--- src/rtl/fetch_sequencer.sv ---
// fetch_sequencer: instruction fetch/decode/execute control sequencer.
//
// Fetches a 16-bit instruction as two bytes (low, then high), with PC
// incrementing on each fetch edge. It then decodes the opcode and holds in
// EXEC until the execute stage reports completion.
//
// Ports
//   Clock        system clock, rising-edge
//   Reset        synchronous, active-low
//   Start        begin fetching (sampled in IDLE only)
//   ExecDone     execute stage finished (sampled in EXEC only)
//   IROut[15:0]  instruction register contents from the datapath
//   ARF_OutDSel  address-bus source select (2'b00 = PC)
//   ARF_FunSel   ARF function (2'b11 = increment)
//   ARF_RegSel   active-low per-register enable, bit0 = PC
//   Mem_CS       memory chip select, active-low
//   Mem_WR       memory write (0 = read)
//   IR_Enable    IR load enable
//   IR_LH        IR half select (0 = low byte, 1 = high byte)
//   IR_Funsel    IR function (2'b01 = load)
//   T[7:0]       one-hot timing signal, 8'h00 when not sequencing
//   Opcode[3:0]  registered opcode of the current instruction
//   Busy         high while sequencing an instruction
//   InsCount     completed-instruction counter (wraps)
module fetch_sequencer (
  input  logic        Clock,
  input  logic        Reset,
  input  logic        Start,
  input  logic        ExecDone,
  input  logic [15:0] IROut,
  output logic [1:0]  ARF_OutDSel,
  output logic [1:0]  ARF_FunSel,
  output logic [3:0]  ARF_RegSel,
  output logic        Mem_CS,
  output logic        Mem_WR,
  output logic        IR_Enable,
  output logic        IR_LH,
  output logic [1:0]  IR_Funsel,
  output logic [7:0]  T,
  output logic [3:0]  Opcode,
  output logic        Busy,
  output logic [7:0]  InsCount
);

  typedef enum logic [2:0] {
    S_IDLE,
    S_FETCH_LO,
    S_FETCH_HI,
    S_DECODE,
    S_EXEC,
    S_HALT
  } state_t;

  state_t     state;
  state_t     state_nxt;
  logic [7:0] t_nxt;
  logic       fetch_nxt;

  // Only the opcode field is decoded here; the operand bits belong to the
  // execute stage.
  logic unused_ir;
  assign unused_ir = ^IROut[11:0];

  always_comb begin
    state_nxt = state;
    t_nxt     = T;
    case (state)
      S_IDLE: begin
        if (Start) begin
          state_nxt = S_FETCH_LO;
          t_nxt     = 8'h01;
        end
      end
      S_FETCH_LO: begin
        state_nxt = S_FETCH_HI;
        t_nxt     = 8'h02;
      end
      S_FETCH_HI: begin
        state_nxt = S_DECODE;
        t_nxt     = 8'h04;
      end
      S_DECODE: begin
        if (IROut[15:12] == 4'hF) begin
          state_nxt = S_HALT;
          t_nxt     = 8'h00;
        end else begin
          state_nxt = S_EXEC;
          t_nxt     = 8'h08;
        end
      end
      S_EXEC: begin
        if (ExecDone) begin
          state_nxt = S_FETCH_LO;
          t_nxt     = 8'h01;
        end else if (T != 8'h80) begin
          // Long instructions park on the last timing slot.
          t_nxt = T << 1;
        end
      end
      S_HALT: begin
        t_nxt = 8'h00;
      end
      default: begin
        state_nxt = S_IDLE;
        t_nxt     = 8'h00;
      end
    endcase
  end

  assign fetch_nxt = (state_nxt == S_FETCH_LO) || (state_nxt == S_FETCH_HI);

  // Outputs are registered from the next state, so they are a pure function
  // of the current state register (Moore) while remaining glitch-free.
  always_ff @(posedge Clock) begin
    if (!Reset) begin
      state       <= S_IDLE;
      T           <= 8'h00;
      Opcode      <= 4'h0;
      InsCount    <= 8'h00;
      Busy        <= 1'b0;
      Mem_CS      <= 1'b1;
      Mem_WR      <= 1'b0;
      IR_Enable   <= 1'b0;
      IR_LH       <= 1'b0;
      IR_Funsel   <= 2'b00;
      ARF_RegSel  <= 4'b1111;
      ARF_FunSel  <= 2'b00;
      ARF_OutDSel <= 2'b00;
    end else begin
      state       <= state_nxt;
      T           <= t_nxt;
      Busy        <= (state_nxt == S_FETCH_LO) || (state_nxt == S_FETCH_HI) ||
                     (state_nxt == S_DECODE)   || (state_nxt == S_EXEC);
      // Both fetch states read memory at PC while incrementing PC, so the
      // IR byte load and PC+1 land on the same edge.
      Mem_CS      <= ~fetch_nxt;
      Mem_WR      <= 1'b0;
      IR_Enable   <= fetch_nxt;
      IR_LH       <= (state_nxt == S_FETCH_HI);
      IR_Funsel   <= fetch_nxt ? 2'b01 : 2'b00;
      ARF_RegSel  <= fetch_nxt ? 4'b1110 : 4'b1111;
      ARF_FunSel  <= fetch_nxt ? 2'b11 : 2'b00;
      ARF_OutDSel <= 2'b00;
      if (state == S_DECODE) begin
        Opcode <= IROut[15:12];
      end
      if ((state == S_EXEC) && ExecDone) begin
        InsCount <= InsCount + 8'd1;
      end
    end
  end

endmodule

--- config.mk ---
export PLATFORM = sky130hd
export DESIGN_NAME = fetch_sequencer
export DESIGN_NICKNAME = d
export VERILOG_FILES = /design/src/rtl/fetch_sequencer.sv
export SDC_FILE = /design/constraint.sdc
export NUM_CORES = 1
export LEC_CHECK = 0
export CORE_MARGIN = 4
export CORE_UTILIZATION = 41
export CTS_CLUSTER_DIAMETER = 150
export DETAILED_ROUTE_END_ITERATION = 16
export PLACE_DENSITY_LB_ADDON = 0.08
export RECOVER_POWER = 50
export SYNTH_ARGS = -nofsm -noshare
export SYNTH_HDL_FRONTEND = slang
export SYNTH_SLANG_ARGS = --single-unit
--- constraint.sdc ---
create_clock -name Clock -period 1.9 [get_ports Clock]
set_input_delay 0.285 -clock Clock [delete_from_list [all_inputs] [get_ports Clock]]
set_output_delay 0.285 -clock Clock [all_outputs]
set_load 0.02 [all_outputs]
==> reports/metrics.csv <==
metric,value,unit
proportion of synthesized chip area in sequential cells,0.427,
Slew headroom,0.623,
Die H,63.6,um
average via count per standard cell,5.40,
standard-cell row count,19,
placed inst area,0.00161,mm2
Syn-to-layout area delta,26.1,%
total vias in the final route,1117,
Worst-path clk slew,0.14,ns
number of flops mapped to enable cells by yosys,0,
share of async-settable or async-resettable flops after synthesis,0,
Worst path top cell family by delay,buffers and inverters,
Global Route Usage Sum,0.140,
clock tree root buffer cell,clkbuf_4,
Power Density,700,mW/mm2
average wire per cell in the routed design,13.0,um
final design instance area without fill,0.00160,mm2
highest net fanout along the worst path,5,
mean instance size in the synthesized netlist,8.98,um2
leak pwr,0.590,nW
Antenna Diode Count,0,
shortest period the worst path allows,1.67,ns
Final GP Congestion,0.737,
switching part of the total power,0.290,
H-tree depth,1,
cell taking the most area after synthesis,dfxtp_1,
count of antenna-violating nets left after detailed routing,0,
count of endpoints failing hold in the final timing report,0,
CP Data Arrival Time,1.38,ns
Tcrit/Tclk final,0.878,
cell-internal power,0.794,mW
x dimension of the die,63.6,um
CTS max path bufs,2,
TritonCTS clock tree,done,
Critical Path Start Type,register,
clock share of power,0.219,
RSZ-0062 raised after global routing,no,
Gate Count Post-Synth,141,
final wirelength,2700,um
clock latency at the later pin of the worst-skew pair,0.32,ns
half-perimeter wire length after detailed placement,2030,um
IR Drop Worst-Case VDD,443,uV
WP data required,1.62,ns
outcome,finished clean,
final-layout fill cell count,293,
Post-CTS Hold Fix Bufs,0,
post-synthesis instance area,0.00127,mm2
maximum number of pins on one net before global-route repair,18,
Crit path largest cell delay,0.63,ns
Initial Util,0.444,
TritonCTS buffer count,3,
portion of synthesized cell area occupied by the leading cell type,0.427,
ys flop type,dfxtp_1,
endpoint class of the critical path,output port,
max frequency,0.599,GHz
flip-flop and latch count after synthesis,27,
register share of total power,0.550,
Die Area,0.00404,mm2
highest-delay cell along the critical path,clkdlybuf4s50_1,
post-CTS setup repair buffer count,0,
via count of the first global-routing pass,1080,
initial antenna violation count,0,
first-pass GRT wire length,4690,um
number of cells on the worst reg-to-reg path,4,
number of logic stages on the critical path including buffering,1,
Final TNS setup,0,ns
global route total overflow,0,
initial drt markers,41,
Floorplan Core Area,0.00285,mm2
Final nets,198,
Critical Setup Path Class,reg2out,
slew at the pin with the worst max-slew slack,0.565,ns
portion of total power attributed to combinational logic,0.231,
final-report setup violation count,0,
setup clock skew after layout,0.00507,ns
proportion of layout cells with a drive suffix above 1,0.0398,
number of top-level pins,55,
number of library cell types mapped by synthesis,38,
max-capacitance violation count,0,
switching power total,0.324,mW
clock sink count,27,
max-slew violation total from the final report,0,
CP Cell Sequence,clkdlybuf4s50_1,
Critical path buffers and inverters,1,
number of search-and-repair iterations in the first detailed-routing pass,4,
slack of the worst reg-to-reg path,0.30,ns
count of unresolved DRC violations after routing,0,
count of instances resized after the clock tree is built,0,
IO buf count,35,
top post-synthesis cells by area,"dfxtp_1, buf_4, mux2i_1, nor2_1, a21oi_1",
Yosys warning total,0,
cell depth of the worst hold path,2,
worst min path class,reg2reg,
==> cells in the final DEF, fill, tap and decap left out, types with 2 or more instances in the layout <==
| cell type | Yosys | final |
|---|---|---|
| o21ai_0 | 5 | 5 |
| nand3b_1 | 2 | 2 |
| nor2_1 | 14 | 14 |
| clkbuf_4 | 0 | 3 |
| nor4b_1 | 3 | 3 |
| clkbuf_1 | 2 | 6 |
| inv_1 | 3 | 3 |
| nand2_1 | 9 | 9 |
| nand2b_1 | 3 | 3 |
| nand4_1 | 2 | 2 |
| nor4_1 | 1 | 2 |
| nor2b_1 | 3 | 3 |
| nand3_1 | 3 | 3 |
| or4_1 | 2 | 2 |
| or3_1 | 3 | 3 |
| a22oi_1 | 3 | 3 |
| nor3_1 | 6 | 6 |
| dfxtp_1 | 27 | 27 |
| mux2i_1 | 6 | 6 |
| o31ai_1 | 2 | 2 |
| clkdlybuf4s50_1 | 0 | 35 |
| a21oi_1 | 10 | 10 |
| conb_1 | 2 | 7 |
| buf_4 | 12 | 4 |
==> flip-flops by register name (all words and copies together), names as in the netlist <==
name / count
Busy: 1
IR_LH: 1
InsCount: 8
Opcode: 4
ARF_FunSel: 1
Mem_CS: 1
state: 3
T: 8
==> kinds of logic (layout without fill, tap and decap cells) <==
| group | count (synthesis) | after routing | share of synthesized area |
|---|---|---|---|
| buf+inv | 22 | 52 | 0.115 |
| flops | 27 | 27 | 0.427 |
| mux | 6 | 6 | 0.0474 |
| simple gates | 55 | 55 | 0.253 |
| other cells | 2 | 7 | 0.00593 |
| fa+ha+maj | 1 | 1 | 0.00988 |
| xor+xnor | 2 | 2 | 0.0138 |
| compound gates | 26 | 26 | 0.128 |
==> layout make-up <==
cell class	instances	area [um2]	area share
Inverter	4	15.0	0.00940
Sequential cell	27	541	0.339
Timing Repair Buffer	44	399	0.250
Tap cell	31	38.8	0.0243
Multi-Input combinational cell	97	577	0.361
Clock buffer	4	26.3	0.0165
==> power by group through the flow <==
stage	clock network [mW]	logic, mW	registers, mW
2_1_floorplan	0	0.155	0.654
3_3_place_gp	0	0.268	0.627
3_5_place_dp	0	0.272	0.628
4_1_cts	0.255	0.273	0.616
5_1_grt	0.279	0.279	0.621
6_report	0.245	0.258	0.614
==> worst reg2reg max path, stage by stage (launching register included) <==
cell and delay [ns]:
dfxtp_1 0.35, clkbuf_1 0.45, nand3b_1 0.40, mux2i_1 0.25, nor2_1 0.05
==> layer usage <==
metal | vias to the layer above | track usage | share of wire
met5 | - | 0 | 0
met4 | 0 | 0.0243 | 0.0063
met3 | 2 | 0.0391 | 0.055
met2 | 29 | 0.235 | 0.47
met1 | 535 | 0.181 | 0.46
li1 | 551 | - | -
==> worst paths after layout <==
check                    from          end
hold / removal    InsCount[7]  InsCount[7]
setup / recovery  InsCount[5]  InsCount[5]
setup reg to reg     state[0]    Opcode[1]
hold reg to reg   InsCount[7]  InsCount[7]
==> cells in the mapped netlist (all sizes together), types with 3 or more instances <==
| library cell | n |
|---|---|
| o21ai | 5 |
| nand2b | 3 |
| a22oi | 3 |
| nor4b | 3 |
| dfxtp | 27 |
| nand3 | 3 |
| or3 | 3 |
| mux2i | 6 |
| nor3 | 6 |
| inv | 3 |
| buf | 16 |
| nor2b | 3 |
| nand2 | 9 |
| nor2 | 14 |
| a21oi | 10 |
==> per-stage QoR <==
step	hold slack, ns	cells	worst slack (ns)	util	total power [mW]
finish	0.483	207	0.231	0.560	1.12
global route	0.556	207	0.119	0.560	1.18
CTS	0.487	207	0.216	0.574	1.14
detailed placement	0.468	203	0.162	0.565	0.900
global placement	0.452	203	0.183	0.565	0.895
floorplan	0.418	146	0.520	-	0.810
(Power assumes the default switching activity.)
